## config.mk

```make
export PLATFORM = sky130hd
export DESIGN_NAME = hera_ram_arb_flat
export DESIGN_NICKNAME = d
export VERILOG_FILES = /design/src/rtl/hera_ram_arb_pkg.sv /design/src/rtl/hera_ram_arb_if.sv /design/src/rtl/hera_ram_arb_starve_cnt.sv /design/src/rtl/hera_ram_arb.sv /design/src/flat_wrapper.sv
export SDC_FILE = /design/constraint.sdc
export NUM_CORES = 1
export LEC_CHECK = 0
export BUFFER_PORTS_ARGS = -buffer_cell sky130_fd_sc_hd__buf_2
export CAP_MARGIN = 20
export CORE_MARGIN = 2
export CORE_UTILIZATION = 45
export DETAILED_ROUTE_END_ITERATION = 6
export GPL_TIMING_DRIVEN = 1
export PLACE_DENSITY = 0.75
export SLEW_MARGIN = 20
export SYNTH_ARGS = -nofsm -noshare
export SYNTH_HDL_FRONTEND = slang
export SYNTH_HIERARCHICAL = 1
export SYNTH_SLANG_ARGS = --single-unit
```

## constraint.sdc

```tcl
create_clock -name clk -period 4.75 [get_ports clk]
set_clock_uncertainty 0.1 [all_clocks]
set_input_delay 0.2375 -clock clk [delete_from_list [all_inputs] [get_ports clk]]
set_output_delay 0.2375 -clock clk [all_outputs]
set_load 0.02 [all_outputs]
```

## src/rtl/hera_ram_arb_pkg.sv

```systemverilog
// Shared types and defaults for the hera data-RAM arbiter.
// Arbiter states, read-return ownership and a grant-decode helper.
package hera_ram_arb_pkg;

  localparam int unsigned ADDR_W_DEF       = 11;
  localparam int unsigned DATA_W_DEF       = 16;
  localparam int unsigned STARVE_LIMIT_DEF = 8;
  localparam int unsigned STARVE_CNT_W     = 8;

  typedef enum logic [1:0] {
    ST_IDLE  = 2'd0,
    ST_CPU   = 2'd1,
    ST_DBG   = 2'd2,
    ST_FORCE = 2'd3
  } arb_state_e;

  typedef enum logic [1:0] {
    OWN_NONE = 2'd0,
    OWN_CPU  = 2'd1,
    OWN_DBG  = 2'd2
  } rd_owner_e;

  function automatic logic is_dbg_grant(input arb_state_e s);
    return (s == ST_DBG) || (s == ST_FORCE);
  endfunction

endpackage

```

## src/rtl/hera_ram_arb_if.sv

```systemverilog
// Requester-side bus of the hera RAM arbiter: CPU port and debug port.
// slave = arbiter view, master = requester view.
interface hera_ram_arb_if #(
  parameter int unsigned ADDR_W = 11,
  parameter int unsigned DATA_W = 16
);
  logic              cpu_req;
  logic              cpu_we;
  logic [ADDR_W-1:0] cpu_addr;
  logic [DATA_W-1:0] cpu_wdata;
  logic              cpu_stall;
  logic              cpu_rvalid;
  logic [DATA_W-1:0] cpu_rdata;

  logic              dbg_req;
  logic              dbg_we;
  logic [ADDR_W-1:0] dbg_addr;
  logic [DATA_W-1:0] dbg_wdata;
  logic              dbg_ack;
  logic              dbg_rvalid;
  logic [DATA_W-1:0] dbg_rdata;
  logic              dbg_err;

  modport slave (
    input  cpu_req, cpu_we, cpu_addr, cpu_wdata,
    output cpu_stall, cpu_rvalid, cpu_rdata,
    input  dbg_req, dbg_we, dbg_addr, dbg_wdata,
    output dbg_ack, dbg_rvalid, dbg_rdata, dbg_err
  );

  modport master (
    output cpu_req, cpu_we, cpu_addr, cpu_wdata,
    input  cpu_stall, cpu_rvalid, cpu_rdata,
    output dbg_req, dbg_we, dbg_addr, dbg_wdata,
    input  dbg_ack, dbg_rvalid, dbg_rdata, dbg_err
  );
endinterface

```

## src/rtl/hera_ram_arb_starve_cnt.sv

```systemverilog
// Saturating debug-starvation counter with clear and limit-reached flag.
module hera_ram_arb_starve_cnt
  import hera_ram_arb_pkg::*;
#(
  parameter int unsigned LIMIT = STARVE_LIMIT_DEF
) (
  input  logic clk,
  input  logic rst,
  input  logic inc_i,
  input  logic clr_i,
  output logic at_limit_o
);

  localparam logic [STARVE_CNT_W-1:0] LIMIT_C = STARVE_CNT_W'(LIMIT);

  logic [STARVE_CNT_W-1:0] cnt_q;
  logic [STARVE_CNT_W-1:0] cnt_d;

  always_comb begin
    cnt_d = cnt_q;
    if (clr_i) begin
      cnt_d = '0;
    end else if (inc_i && (cnt_q != LIMIT_C)) begin
      cnt_d = cnt_q + STARVE_CNT_W'(1);
    end else begin
      cnt_d = cnt_q;
    end
  end

  always_ff @(posedge clk or posedge rst) begin
    if (rst) begin
      cnt_q <= '0;
    end else begin
      cnt_q <= cnt_d;
    end
  end

  assign at_limit_o = (cnt_q == LIMIT_C);

endmodule

```

## src/rtl/hera_ram_arb.sv

```systemverilog
// Single-port data-RAM arbiter: CPU fixed priority, debug master with starvation guard.
// Optional HERA_ARB_WR_PROTECT_EN blocks debug writes at/above PROT_BASE.
module hera_ram_arb
  import hera_ram_arb_pkg::*;
#(
  parameter int unsigned       ADDR_W       = ADDR_W_DEF,
  parameter int unsigned       DATA_W       = DATA_W_DEF,
  parameter int unsigned       STARVE_LIMIT = STARVE_LIMIT_DEF,
  parameter logic [ADDR_W-1:0] PROT_BASE    = 11'h700
) (
  input  logic              clk,
  input  logic              rst,
  hera_ram_arb_if.slave     bus,
  output logic [ADDR_W-1:0] ram_addr_o,
  output logic [DATA_W-1:0] ram_data_o,
  output logic              ram_wren_o,
  input  logic [DATA_W-1:0] ram_q_i
);

  arb_state_e        state_q, state_d;
  rd_owner_e         rd_owner_q, rd_owner_d;
  logic [ADDR_W-1:0] last_addr_q;
  logic [DATA_W-1:0] last_data_q;
  logic [DATA_W-1:0] cpu_hold_q;
  logic [DATA_W-1:0] dbg_hold_q;

  logic              at_limit_s;
  logic              force_s;
  logic              grant_dbg_s;
  logic [ADDR_W-1:0] sel_addr_s;
  logic [DATA_W-1:0] sel_data_s;
  logic              sel_we_s;
  logic              prot_hit_s;

  hera_ram_arb_starve_cnt #(
    .LIMIT(STARVE_LIMIT)
  ) u_starve (
    .clk       (clk),
    .rst       (rst),
    .inc_i     (bus.dbg_req & ~grant_dbg_s),
    .clr_i     (~bus.dbg_req | grant_dbg_s),
    .at_limit_o(at_limit_s)
  );

  // Never let debug win two cycles running while the CPU is waiting.
  always_comb begin
    force_s = at_limit_s & bus.dbg_req & ~(bus.cpu_req & is_dbg_grant(state_q));
    if (rst) begin
      state_d = ST_IDLE;
    end else if (force_s) begin
      state_d = ST_FORCE;
    end else if (bus.cpu_req) begin
      state_d = ST_CPU;
    end else if (bus.dbg_req) begin
      state_d = ST_DBG;
    end else begin
      state_d = ST_IDLE;
    end
  end

  assign grant_dbg_s = is_dbg_grant(state_d);

  always_comb begin
    sel_addr_s = last_addr_q;
    sel_data_s = last_data_q;
    sel_we_s   = 1'b0;
    rd_owner_d = OWN_NONE;
    case (state_d)
      ST_CPU: begin
        sel_addr_s = bus.cpu_addr;
        sel_data_s = bus.cpu_wdata;
        sel_we_s   = bus.cpu_we;
        rd_owner_d = bus.cpu_we ? OWN_NONE : OWN_CPU;
      end
      ST_DBG, ST_FORCE: begin
        sel_addr_s = bus.dbg_addr;
        sel_data_s = bus.dbg_wdata;
        sel_we_s   = bus.dbg_we;
        rd_owner_d = bus.dbg_we ? OWN_NONE : OWN_DBG;
      end
      default: begin
        sel_addr_s = last_addr_q;
        sel_data_s = last_data_q;
        sel_we_s   = 1'b0;
        rd_owner_d = OWN_NONE;
      end
    endcase
  end

`ifdef HERA_ARB_WR_PROTECT_EN
  assign prot_hit_s = grant_dbg_s & bus.dbg_we & (bus.dbg_addr >= PROT_BASE);
`else
  logic unused_prot_s;
  assign unused_prot_s = ^PROT_BASE;
  assign prot_hit_s    = 1'b0;
`endif

  always_ff @(posedge clk or posedge rst) begin
    if (rst) begin
      state_q     <= ST_IDLE;
      rd_owner_q  <= OWN_NONE;
      last_addr_q <= '0;
      last_data_q <= '0;
      cpu_hold_q  <= '0;
      dbg_hold_q  <= '0;
    end else begin
      state_q    <= state_d;
      rd_owner_q <= rd_owner_d;
      if (state_d != ST_IDLE) begin
        last_addr_q <= sel_addr_s;
        last_data_q <= sel_data_s;
      end
      if (rd_owner_q == OWN_CPU) begin
        cpu_hold_q <= ram_q_i;
      end
      if (rd_owner_q == OWN_DBG) begin
        dbg_hold_q <= ram_q_i;
      end
    end
  end

  assign ram_addr_o = sel_addr_s;
  assign ram_data_o = sel_data_s;
  assign ram_wren_o = sel_we_s & ~prot_hit_s;

  assign bus.cpu_stall  = bus.cpu_req & grant_dbg_s;
  assign bus.dbg_ack    = grant_dbg_s;
  assign bus.dbg_err    = prot_hit_s;
  // The owner sees RAM output live; the other side keeps its last captured word.
  assign bus.cpu_rvalid = (rd_owner_q == OWN_CPU);
  assign bus.dbg_rvalid = (rd_owner_q == OWN_DBG);
  assign bus.cpu_rdata  = (rd_owner_q == OWN_CPU) ? ram_q_i : cpu_hold_q;
  assign bus.dbg_rdata  = (rd_owner_q == OWN_DBG) ? ram_q_i : dbg_hold_q;

endmodule
```

## src/flat_wrapper.sv

```systemverilog
// flat-port wrapper written by rule: the top's interface ports become plain ports
module hera_ram_arb_flat import hera_ram_arb_pkg::*;
#(
  parameter int unsigned       ADDR_W       = ADDR_W_DEF,
  parameter int unsigned       DATA_W       = DATA_W_DEF,
  parameter int unsigned       STARVE_LIMIT = STARVE_LIMIT_DEF,
  parameter logic [ADDR_W-1:0] PROT_BASE    = 11'h700
)
  (clk, rst, ram_addr_o, ram_data_o, ram_wren_o, ram_q_i, bus_cpu_req, bus_cpu_we, bus_cpu_addr, bus_cpu_wdata, bus_cpu_stall, bus_cpu_rvalid, bus_cpu_rdata, bus_dbg_req, bus_dbg_we, bus_dbg_addr, bus_dbg_wdata, bus_dbg_ack, bus_dbg_rvalid, bus_dbg_rdata, bus_dbg_err);
  hera_ram_arb_if #(.ADDR_W(ADDR_W), .DATA_W(DATA_W)) bus_i ();
  input  logic clk;
  input  logic rst;
  output logic [ADDR_W-1:0] ram_addr_o;
  output logic [DATA_W-1:0] ram_data_o;
  output logic ram_wren_o;
  input  logic [DATA_W-1:0] ram_q_i;
  input wire logic [$bits(bus_i.cpu_req)-1:0] bus_cpu_req;
  input wire logic [$bits(bus_i.cpu_we)-1:0] bus_cpu_we;
  input wire logic [$bits(bus_i.cpu_addr)-1:0] bus_cpu_addr;
  input wire logic [$bits(bus_i.cpu_wdata)-1:0] bus_cpu_wdata;
  output wire logic [$bits(bus_i.cpu_stall)-1:0] bus_cpu_stall;
  output wire logic [$bits(bus_i.cpu_rvalid)-1:0] bus_cpu_rvalid;
  output wire logic [$bits(bus_i.cpu_rdata)-1:0] bus_cpu_rdata;
  input wire logic [$bits(bus_i.dbg_req)-1:0] bus_dbg_req;
  input wire logic [$bits(bus_i.dbg_we)-1:0] bus_dbg_we;
  input wire logic [$bits(bus_i.dbg_addr)-1:0] bus_dbg_addr;
  input wire logic [$bits(bus_i.dbg_wdata)-1:0] bus_dbg_wdata;
  output wire logic [$bits(bus_i.dbg_ack)-1:0] bus_dbg_ack;
  output wire logic [$bits(bus_i.dbg_rvalid)-1:0] bus_dbg_rvalid;
  output wire logic [$bits(bus_i.dbg_rdata)-1:0] bus_dbg_rdata;
  output wire logic [$bits(bus_i.dbg_err)-1:0] bus_dbg_err;
  assign bus_i.cpu_req = bus_cpu_req;
  assign bus_i.cpu_we = bus_cpu_we;
  assign bus_i.cpu_addr = bus_cpu_addr;
  assign bus_i.cpu_wdata = bus_cpu_wdata;
  assign bus_cpu_stall = bus_i.cpu_stall;
  assign bus_cpu_rvalid = bus_i.cpu_rvalid;
  assign bus_cpu_rdata = bus_i.cpu_rdata;
  assign bus_i.dbg_req = bus_dbg_req;
  assign bus_i.dbg_we = bus_dbg_we;
  assign bus_i.dbg_addr = bus_dbg_addr;
  assign bus_i.dbg_wdata = bus_dbg_wdata;
  assign bus_dbg_ack = bus_i.dbg_ack;
  assign bus_dbg_rvalid = bus_i.dbg_rvalid;
  assign bus_dbg_rdata = bus_i.dbg_rdata;
  assign bus_dbg_err = bus_i.dbg_err;
  hera_ram_arb #(.ADDR_W(ADDR_W), .DATA_W(DATA_W), .STARVE_LIMIT(STARVE_LIMIT), .PROT_BASE(PROT_BASE)) u_core (.clk(clk), .rst(rst), .bus(bus_i), .ram_addr_o(ram_addr_o), .ram_data_o(ram_data_o), .ram_wren_o(ram_wren_o), .ram_q_i(ram_q_i));
endmodule
```

**Yosys cells after proc, flatten, opt, wreduce, memory -nomap -nowiden**

Index checks and enable logic that the tools add are counted.

- Bits in registers: 71
- Bits of input ports: 76
- Output and inout port bits: 65
- Logic and storage cells: 46

- Add/subtract/negate cells: 1
- Equality and inequality tests: 9
- Muxes and demuxes: 14
- Bitwise logic cells: 9
- Reduce and logical (&&, ||, !) cells: 6

Operator list:

| cell | count |
|---|---|
| 16-bit 2-to-1 mux | 2 |
| 16-bit case mux with 2 select lines | 1 |
| 11-bit case mux with 2 select lines | 1 |
| 8-bit 2-to-1 mux | 2 |
| 2-bit equality test, second input constant | 5 |
| 2-bit 2-to-1 mux | 5 |
| 8-bit by 1-bit adder with 8-bit output, second input constant | 1 |
| 8-bit by 4-bit equality test with 1-bit output, second input constant | 1 |
| 8-bit by 4-bit inequality test with 1-bit output, second input constant | 1 |
| 1-bit AND | 5 |
| 2-bit by 1-bit equality test with 1-bit output, second input constant | 2 |
| 2-bit case mux with 2 select lines | 1 |
| 2-bit nonzero test | 2 |
| 1-bit NOT | 3 |
| 1-bit logical OR | 2 |
| 1-bit case mux with 2 select lines | 1 |
| 2-bit OR reduction | 1 |
| 1-bit logical AND | 1 |
| 1-bit 2-to-1 mux | 1 |
| 1-bit OR | 1 |

**Logic depth before layout (Yosys ltp)**

Gate-level depths: netlist (run 1).

- Depth after elaboration: 14
- Mapped depth: 11
- Depth with buffers taken out: 10

**Cells and area by module**

Netlist (run 1), hierarchy kept.

By module, submodules not included:

| module | instances | cells an instance | area an instance (sq um) | sequential area each (sq um) |
|---|---|---|---|---|
| hera_ram_arb | 1 | 247 | 3,464.6 | 1,551.5 |
| hera_ram_arb_starve_cnt | 1 | 47 | 454.2 | 200.2 |

**Worst setup path before layout (run 1)**

Ideal clock, no wire load.

- Path kind: register to register
- Start point: register u_core.u_starve.cnt_q[0]
- End point: register u_core.u_starve.cnt_q[6]
- Data arrival time: 2.493 ns
- Data required time: 4.572 ns
- Slack: 2.079 ns
- Stages on the path, launching flop included: 12
- Clock period less this slack: 2.671 ns
- Path through: dfrtp_1 inv_1 ha_1 and4bb_4 and2_1 and2b_1 o21ai_4 buf_4 and2_1 nand4_2 or3_1 a21oi_1

- Word-level cells in the longest chain between the ends: 11
- Elaborated cells between the ends (all ways): 17

RTL lines:

| what | line | text |
|---|---|---|
| start: declaration | hera_ram_arb_starve_cnt.sv:16 | `logic [STARVE_CNT_W-1:0] cnt_q;` |
| start signal: assignment | hera_ram_arb_starve_cnt.sv:34 | `cnt_q <= cnt_d;` |
| 8-bit by 4-bit equality test with 1-bit output (*) | hera_ram_arb_starve_cnt.sv:38 | `assign at_limit_o = (cnt_q == LIMIT_C);` |
| via u_core.at_limit_s | hera_ram_arb.sv:27 | `logic at_limit_s;` |
| 1-bit AND (*) (2 in series) | hera_ram_arb.sv:47 | `force_s = at_limit_s & bus.dbg_req & ~(bus.cpu_req & is_dbg_grant(state_q));` |
| 2-bit 2-to-1 mux (*) | hera_ram_arb.sv:50 | `end else if (force_s) begin` |
| 2-bit 2-to-1 mux (*) | hera_ram_arb.sv:48 | `if (rst) begin` |
| 2-bit equality test | hera_ram_arb_pkg.sv:24 | `return (s == ST_DBG) \|\| (s == ST_FORCE);` |
| 1-bit logical OR (*) | hera_ram_arb_pkg.sv:24 |  |
| 1-bit NOT | hera_ram_arb.sv:40 | `.inc_i (bus.dbg_req & ~grant_dbg_s),` |
| 1-bit AND | hera_ram_arb.sv:40 |  |
| 1-bit logical AND | hera_ram_arb_starve_cnt.sv:23 | `end else if (inc_i && (cnt_q != LIMIT_C)) begin` |
| 2-bit nonzero test (no line) | n/a |  |

The timed path passes the listed nets; every way through them passes the cells marked *. The select of a mux whose other input is x is not followed.
A chain may end at the register's enable or synchronous reset.

**Final worst setup path (run 1)**

- Start point: register u_core.u_starve.cnt_q[0]
- End point: output port ram_data_o[0]

- Word-level cells in the longest chain between the ends: 8
- Elaborated cells between the ends (all ways): 10

RTL lines:

| what | line | text |
|---|---|---|
| 8-bit by 4-bit equality test with 1-bit output (*) | hera_ram_arb_starve_cnt.sv:38 |  |
| via u_core.at_limit_s | hera_ram_arb.sv:27 |  |
| 1-bit AND (*) (2 in series) | hera_ram_arb.sv:47 |  |
| 2-bit 2-to-1 mux (*) | hera_ram_arb.sv:50 |  |
| 2-bit 2-to-1 mux (*) | hera_ram_arb.sv:48 |  |
| 2-bit equality test | hera_ram_arb.sv:68 | `case (state_d)` |
| 2-bit OR reduction | hera_ram_arb.sv:68 |  |
| 16-bit case mux with 2 select lines (*) | hera_ram_arb.sv:68 |  |
| end: declaration | flat_wrapper.sv:14 | `output logic [DATA_W-1:0] ram_data_o;` |

The timed path passes the listed nets; every way through them passes the cells marked *.

==> flow_metrics.tcl, run 1 <==
set metrics [dict create \
    overflow 0 \
    reg2reg_from "u_core/u_starve/cnt_q[0]" \
    dieArea_sq_um 9470 \
    ant_nets 0 \
    clock_latency_ps 330 \
    setup_viol 0 \
    drive_above_1_share_pct 55.9 \
    cp-start-kind "flip-flop" \
    layout_commonest_cell "buf_2" \
    num-fill-cells 743 \
    grtUsageTotal_pct 17.8 \
    worstSetupPathType "flip-flop to output port" \
    synth.top_cell.area_share_pct 44.7 \
    ir_drop_mv 0.142 \
    grt_pass1_vias 2863 \
    cts.sinks 70 \
    period_share_pct 73.2 \
    dp.cells 521 \
    syn2layout_area_growth_pct 23.3 \
    max-cap-violations 0 \
    r2r_slack_ps 1620 \
    synth.ff_latch_count 70 \
    core-area_sq_um 8590 \
    power_density_nw_per_um2 375 \
    rsz0062_at_grt "false" \
    min_period_ps 3480 \
    grt_pass1_wl_um 13700 \
    antenna_found_initial 0 \
    holdCritPathClass "primary input to flip-flop" \
    syn-instance-count 294 \
    critPathArrivalTime_ps 3140 \
    grt_max_degree 63 \
    fin_nets 504 \
    dpl-instance-area_sq_um 4580 \
    clockRootBuffer "clkbuf_8" \
    worst_pin_slew_ps 973 \
    instances_no_fill 539 \
    start_util_pct 45.6 \
    rr_worst_depth 10 \
    syn-num-nets 372 \
    setup_tns_ps 0 \
    synth_edf_count 0 \
    antenna_cells 0 \
    r2r-end "u_core/u_starve/cnt_q[6]" \
    maxSlewViolCount 0 \
    io_pins 141 \
    avgSynthCellArea_sq_um 13.3 \
    synth_cell_types 40 \
    end_kind "output port" \
    cts_resized 0 \
    cp_max_fo 44 \
    yosysSeqAreaShare_pct 44.7 \
    drc 0 \
    status "finished, final reports clean" \
    firstDrtPassIters 4 \
    totalWireLength_um 8440 \
    h-tree-depth 3 \
    path_clk_slew_ps 70 \
    hold_buffers 2 \
    die_y_um 97.3 \
    synth_area_leaders "dfrtp_1 45%, mux2_4 15%, mux2_2 9.5%" \
    final_util_pct 56.2 \
    final_cell_mix "139 x buf_2, 70 x dfrtp_1, 40 x mux2_4" \
    synth_area_leader_cell "dfrtp_1" \
    power.leakage_uw 0.00244 \
    holdPathStages 2 \
    finalHoldViolations 0 \
    yosysWarnings 6 \
    slew_headroom_pct 35.2 \
    ys_async_sr_fraction_pct 100 \
    initialDrtViolationCount 111 \
    num_vias 2844 \
    gp_congestion 0.750 \
    wire_per_inst_um 15.7 \
    cts_made_buffers 9 \
    min_from "bus_dbg_wdata[15]" \
    stdcell_area_sq_um 4830 \
    clockBufferDepth 2 \
    die_w_um 97.3 \
    rows 34 \
    cts_tree "yes" \
    min_to "u_core/last_data_q[15]" \
    viasPerCell 5.28 \
    dpl.hpwl_um 5860 \
    place.port_buffers 139 \
    post_cts_buffers 0 \
    ys.flop_type "dfrtp_1" \
    cp.required_ps 4410 \
    netlist_area_sq_um 3920 \
    max_freq_mhz 287 \
]
Yosys cell counts, types with 2 or more instances:
cell	count
dfrtp_1	70
mux2_4	40
mux2_2	33
nor2b_1	28
a32o_1	27
mux2_1	14
buf_6	11
inv_1	7
nor2_1	6
a21oi_1	5
buf_2	5
nand2_1	5
nand2b_1	4
nand4_1	3
o21ai_0	3
or3_1	3
and2_1	2
buf_4	2
buf_8	2
clkbuf_1	2
ha_1	2
xor2_1	2
routing by layer:
metal	track usage, %	up-vias	part of all wire (%)
li1	-	1332	-
met1	22.2	1395	44
met2	30.7	110	49
met3	4.60	7	6.1
met4	4.70	0	1.1
met5	0	-	0
worst max-delay path: stages, from the launching register on:
cell	delay, ps
dfrtp_1	430
inv_1	90
ha_1	200
and4bb_4	200
and2_1	190
and2b_1	220
o21ai_4	560
buf_12	350
mux2_1	350
buf_2	160
stage by stage:
| step | power [uW] | setup WS [ps] | hold WS, ps |
|---|---|---|---|
| CTS | 1840 | 1260 | 5.61 |
| floorplan | 1120 | 2080 | -46.8 |
| global route | 1910 | 1080 | 8.04 |
| global placement | 1260 | 1740 | 320 |
| finish | 1810 | 1270 | 24.1 |
| detailed placement | 1280 | 1650 | 318 |
worst max-delay path by stage:
stage,startpoint,endpoint,slack (ps),cells after the start
3_3_place_gp,u_core/u_starve/cnt_q[0],ram_data_o[2],1740,9
6_report,u_core/u_starve/cnt_q[0],ram_data_o[0],1270,9
3_5_place_dp,u_core/u_starve/cnt_q[0],ram_data_o[0],1650,9
2_1_floorplan,u_core/u_starve/cnt_q[0],u_core/u_starve/cnt_q[6],2080,11
5_1_grt,u_core/u_starve/cnt_q[0],ram_data_o[3],1080,9
4_1_cts,u_core/u_starve/cnt_q[0],ram_data_o[0],1260,9
flip-flops by register name, summed over array words and instances (netlist names):
name	count
u_core/dbg_hold_q	16
u_core/rd_owner_q	2
u_core/u_starve/cnt_q	8
u_core/last_addr_q	11
u_core/last_data_q	16
u_core/cpu_hold_q	16
u_core/state_q	1
kinds of logic after synthesis:
logic type               after synthesis  synth area share (%)
AO/OA/AOI/OAI                         41                  9.36
XOR/XNOR                               2                 0.447
adder cells (fa/ha/maj)                2                 0.638
buffers and inverters                 31                  6.00
flip-flops                            70                  44.7
multiplexers                          88                  29.1
other                                  1                0.0957
AND/OR/NAND/NOR                       59                  9.67
where the power goes:
| part | switching, uW | leakage, uW | internal, uW | total [uW] |
|---|---|---|---|---|
| Combinational | 291 | 0.00147 | 256 | 546 |
| Clock | 235 | 0.000113 | 314 | 548 |
| Sequential | 26.0 | 0.000859 | 692 | 718 |
| Total | 551 | 0.00244 | 1260 | 1810 |
layout make-up:
type / count / area [sq um] / share of cell area [%]
multi-input cells: 193 / 1930 / 40.0
clock buffers: 10 / 138 / 2.85
flip-flops and latches: 70 / 1750 / 36.2
repair buffers: 144 / 751 / 15.5
inverters: 8 / 30.0 / 0.621
clock inverters: 6 / 93.8 / 1.94
well taps: 108 / 135 / 2.80
Power figures use the tool's default switching activity.
==> run 2, diff against run 1 <==
- PLACE_DENSITY: 0.75 -> 0.77
- clock period: 4.75 -> 3.1 ns (I/O delays scaled with it)
==> run 2 against run 1 <==
Net effect:
- first-iteration DRC count grew 21%
- combinational power grew 67%
- register-to-register slack lost 1300 ps
- wire length grew 22%
- largest power group unchanged
- critical path depth is the same
- critical path type unchanged
- via count grew 9.0%
- clock-buffer cell count is the same
- non-clock buffer count grew 51
- final cell count grew 9.6%
- critical endpoint is now ram_data_o[1]
==> flow_metrics.tcl, run 2 (same netlist as run 1, synthesis figures left out) <==
set metrics [dict create \
    num_vias 3100 \
    rsz0062_at_grt "false" \
    top_regs "u_core/cpu_hold_q x16, u_core/dbg_hold_q x16, u_core/last_data_q x16" \
    num-fill-cells 651 \
    hold_slack_ps 104 \
    cp.required_ps 2840 \
    wire_per_inst_um 17.4 \
    critPathArrivalTime_ps 2690 \
    clockRootBuffer "clkbuf_8" \
    worstSetupPathType "flip-flop to output port" \
    cts_made_buffers 9 \
    ir_drop_mv 0.218 \
    clock_latency_ps 330 \
    layout_commonest_cell "buf_2" \
    critPathSlowestCell "dfrtp_1" \
    rows 34 \
    die_y_um 97.3 \
    cp_top_family "simple AND/OR/NAND/NOR gates" \
    final_cell_mix "139 x buf_2, 69 x dfrtp_1, 46 x dlygate4sd3_1" \
    crit_path_start "u_core/u_starve/cnt_q[1]" \
    min_period_ps 2950 \
    viasPerCell 5.25 \
    end_kind "output port" \
    drive_above_1_share_pct 51.8 \
    maxSlewViolCount 0 \
    worst_pin_slew_ps 857 \
    rr_worst_depth 10 \
    io_pins 141 \
    cp_num_buf_inv 3 \
    antenna_found_initial 0 \
    worstSetupPathDepth 9 \
    h-tree-depth 3 \
    start_util_pct 45.6 \
    crit_chain "inv_1 -> ha_1 -> and4bb_4 -> and2_2 -> and2b_1 -> o21ai_4 -> buf_12 -> mux2_1 -> buf_2" \
    power_uw 2860 \
    power.leakage_uw 0.00268 \
    cts.sinks 70 \
    initialDrtViolationCount 134 \
    finalHoldViolations 0 \
    grt_max_degree 63 \
    place.port_buffers 139 \
    syn2layout_area_growth_pct 37.2 \
    gp_congestion 0.801 \
    core-area_sq_um 8590 \
    grt_pass1_vias 3193 \
    dpl.hpwl_um 6110 \
    grt_pass1_wl_um 15900 \
    status "finished, final reports clean" \
    antenna_cells 0 \
    totalWireLength_um 10300 \
    clockBufferDepth 2 \
    cp-start-kind "flip-flop" \
    worstSetupEndpoint "ram_data_o[1]" \
    setup_tns_ps 0 \
    max-cap-violations 0 \
    drc 0 \
    ant_nets 0 \
    power_density_nw_per_um2 533 \
    setup_viol 0 \
    max_freq_mhz 339 \
    fin_nets 556 \
    r2r-end "u_core/u_starve/cnt_q[7]" \
    cp_max_fo 20 \
    holdCritPathClass "primary input to flip-flop" \
    cts_tree "yes" \
    slew_headroom_pct 42.8 \
    grtUsageTotal_pct 20.9 \
    reg2reg_from "u_core/u_starve/cnt_q[1]" \
    dieArea_sq_um 9470 \
    path_clk_slew_ps 80 \
    period_share_pct 95.1 \
    finalWorstSetupSlack_ps 153 \
    die_w_um 97.3 \
    firstDrtPassIters 4 \
    overflow 0 \
    dp_worst_setup_slack_ps 450 \
    crit_path_max_incr_delay_ps 440 \
    r2r_slack_ps 330 \
    min_from "bus_cpu_req" \
]
==> run 2: tightest hold or removal path, cell delays in order <==
cell	delay [ps]
buf_2	120
a21oi_1	170
nor4_2	60
==> run 2: worst min-delay path by stage <==
stage	end	slack [ps]	cells past startpoint
floorplan	u_core/u_starve/cnt_q[0]	-130	1
global placement	u_core/rd_owner_q[1]	240	2
detailed placement	u_core/rd_owner_q[1]	240	2
CTS	u_core/rd_owner_q[0]	70	3
global route	u_core/rd_owner_q[0]	90	3
finish	u_core/rd_owner_q[0]	100	3
==> run 2: cell type report <==
class                   count  area, sq um  share of cell area (%)
multi-input cells         194         1950                    36.3
inverters                   8         30.0                   0.559
flip-flops and latches     70         1750                    32.6
repair buffers            195         1270                    23.7
clock inverters             6         92.6                    1.72
well taps                 108          135                    2.51
clock buffers              10          138                    2.56
==> run 2: per-layer routing <==
layer	part of all wire, %	vias up	global-route usage [%]
met5	0	-	0
met4	1.1	0	7.80
met3	5.3	10	4.24
met2	52	123	37.0
met1	41	1529	25.2
li1	-	1438	-
==> run 2: per-stage QoR <==
| stage | utilization, % | instances | area [sq um] |
|---|---|---|---|
| after detailed placement | 53.7 | 526 | 4620 |
| after floorplan | - | 294 | 3920 |
| after CTS | 61.8 | 588 | 5310 |
| after global placement | 53.7 | 526 | 4620 |
| final | 62.6 | 591 | 5380 |
| after global routing | 62.6 | 591 | 5380 |
==> run 2: where the power goes <==
part	leakage [uW]	switching, uW	internal (uW)	total (uW)
Sequential	0.000858	44.2	1060	1110
Clock	0.000110	368	481	849
Combinational	0.00172	473	437	910
Total	0.00268	885	1980	2860
==> run 2: what timing repair did <==
action	CTS	global route
hold buffers	46	0
endpoints found under the hold margin	69	0
endpoints found under the setup margin	0	26
resized for setup	0	6
buffers inserted	0	1
==> run 3, diff against run 2 <==
- HOLD_SLACK_MARGIN: default -> 0.15
==> run 3 against run 2 <==
Net effect:
- via count rose by 0.29%
- critical path depth unchanged
- global-route usage grew 0.077 points
==> flow_metrics.tcl, run 3 (same netlist as run 1, synthesis figures left out) <==
set metrics [dict create \
    dp_worst_setup_slack_ps 450 \
    clockRootBuffer "clkbuf_8" \
    cp_max_fo 20 \
    firstDrtPassIters 4 \
    ant_nets 0 \
    antenna_cells 0 \
    clock_latency_ps 340 \
    grt_pass1_wl_um 15900 \
    worstSetupPathDepth 9 \
    path_clk_slew_ps 80 \
    power_uw 2870 \
    period_share_pct 95.6 \
    initialDrtViolationCount 122 \
    hold_slack_ps 195 \
    cp_num_buf_inv 3 \
    fin_nets 557 \
    min_period_ps 2960 \
    finalHoldViolations 0 \
    cts_tree "yes" \
    h-tree-depth 3 \
    cts.sinks 70 \
    slew_headroom_pct 43.5 \
    top_regs "u_core/cpu_hold_q x16, u_core/dbg_hold_q x16, u_core/last_data_q x16" \
    setup_viol 0 \
    final_util_pct 62.7 \
    rsz0062_at_grt "false" \
    status "finished, final reports clean" \
    overflow 0 \
    rows 34 \
    io_pins 141 \
    r2r-end "u_core/rd_owner_q[0]" \
    syn2layout_area_growth_pct 37.4 \
    crit_path_start "u_core/u_starve/cnt_q[1]" \
    holdCritPathClass "primary input to flip-flop" \
    viasPerCell 5.25 \
    gp_congestion 0.801 \
    dpl.hpwl_um 6110 \
    ir_drop_mv 0.216 \
    die_y_um 97.3 \
    power.leakage_uw 0.00269 \
    rr_worst_depth 10 \
    end_kind "output port" \
    worst_pin_slew_ps 848 \
    grt_max_degree 63 \
    dieArea_sq_um 9470 \
    worstSetupEndpoint "ram_data_o[1]" \
    num-fill-cells 648 \
    finalWorstSetupSlack_ps 137 \
    drive_above_1_share_pct 51.7 \
    cts_made_buffers 9 \
    grtUsageTotal_pct 21.0 \
    reg2reg_from "u_core/u_starve/cnt_q[1]" \
    cp-start-kind "flip-flop" \
    totalWireLength_um 10300 \
    setup_tns_ps 0 \
    r2r_slack_ps 290 \
    drc 0 \
    crit_path_max_incr_delay_ps 450 \
    num_vias 3109 \
    antenna_found_initial 0 \
    start_util_pct 45.6 \
    cp_top_family "simple AND/OR/NAND/NOR gates" \
    max_freq_mhz 338 \
    final_cell_mix "139 x buf_2, 69 x dfrtp_1, 47 x dlygate4sd3_1" \
    critPathArrivalTime_ps 2710 \
    maxSlewViolCount 0 \
    core-area_sq_um 8590 \
    power_density_nw_per_um2 532 \
    cp.required_ps 2840 \
    max-cap-violations 0 \
    die_w_um 97.3 \
    place.port_buffers 139 \
    grt_pass1_vias 3205 \
    worstSetupPathType "flip-flop to output port" \
    layout_commonest_cell "buf_2" \
    crit_chain "inv_1 -> ha_1 -> and4bb_4 -> and2_2 -> and2b_1 -> o21ai_4 -> buf_12 -> mux2_1 -> buf_2" \
    clockBufferDepth 2 \
    wire_per_inst_um 17.4 \
    critPathSlowestCell "dfrtp_1" \
]
[run 3: how the worst min path moves through the flow]
stage                                 start                       end  slack [ps]  depth (start not counted)
after floorplan                         rst  u_core/u_starve/cnt_q[0]        -130                          1
after global placement           bus_dbg_we      u_core/rd_owner_q[1]         240                          2
after detailed placement         bus_dbg_we      u_core/rd_owner_q[1]         240                          2
after CTS                 bus_cpu_wdata[15]    u_core/last_data_q[15]         180                          4
after global routing      bus_cpu_wdata[15]    u_core/last_data_q[15]         200                          4
final                     bus_cpu_wdata[15]    u_core/last_data_q[15]         200                          4
[run 3: routing by layer]
| metal | vias to the layer above | global-route usage (%) | wire (um) |
|---|---|---|---|
| li1 | 1442 | - | - |
| met1 | 1540 | 25.2 | 4260 |
| met2 | 120 | 37.2 | 5390 |
| met3 | 7 | 4.24 | 568 |
| met4 | 0 | 7.80 | 99 |
| met5 | - | 0 | 0 |
[run 3: power breakdown]
group | switching (uW) | internal [uW] | leakage, uW
combinational | 473 | 437 | 0.00172
clock | 369 | 481 | 0.000110
sequential | 44.6 | 1060 | 0.000858
total | 887 | 1980 | 0.00269
[run 3: worst register-to-register path, stage by stage (launching register included)]
cell and delay (ps):
dfrtp_1 450, inv_1 70, ha_1 180, and4bb_4 210, and2_2 240, and2b_1 220
o21ai_4 260, buf_12 230, inv_2 70, nor4_2 140, dlygate4sd3_1 590
[run 3: area by class of cell]
type	count	area, sq um	share of cell area [%]
clock inverters	6	92.6	1.72
flip-flops and latches	70	1750	32.6
well taps	108	135	2.51
multi-input cells	194	1950	36.3
inverters	8	30.0	0.558
clock buffers	10	138	2.56
repair buffers	196	1280	23.8
[run 3: per-stage QoR]
step | instance area [sq um] | cells
after floorplan | 3920 | 294
after global placement | 4620 | 526
after detailed placement | 4620 | 526
after CTS | 5320 | 589
after global routing | 5390 | 592
final | 5390 | 592
[run 3: timing repair]
item,in CTS,in global routing
resized for setup,0,6
endpoints found under the hold margin,69,0
setup buffers,0,1
hold buffers,47,0
endpoints found under the setup margin,0,26
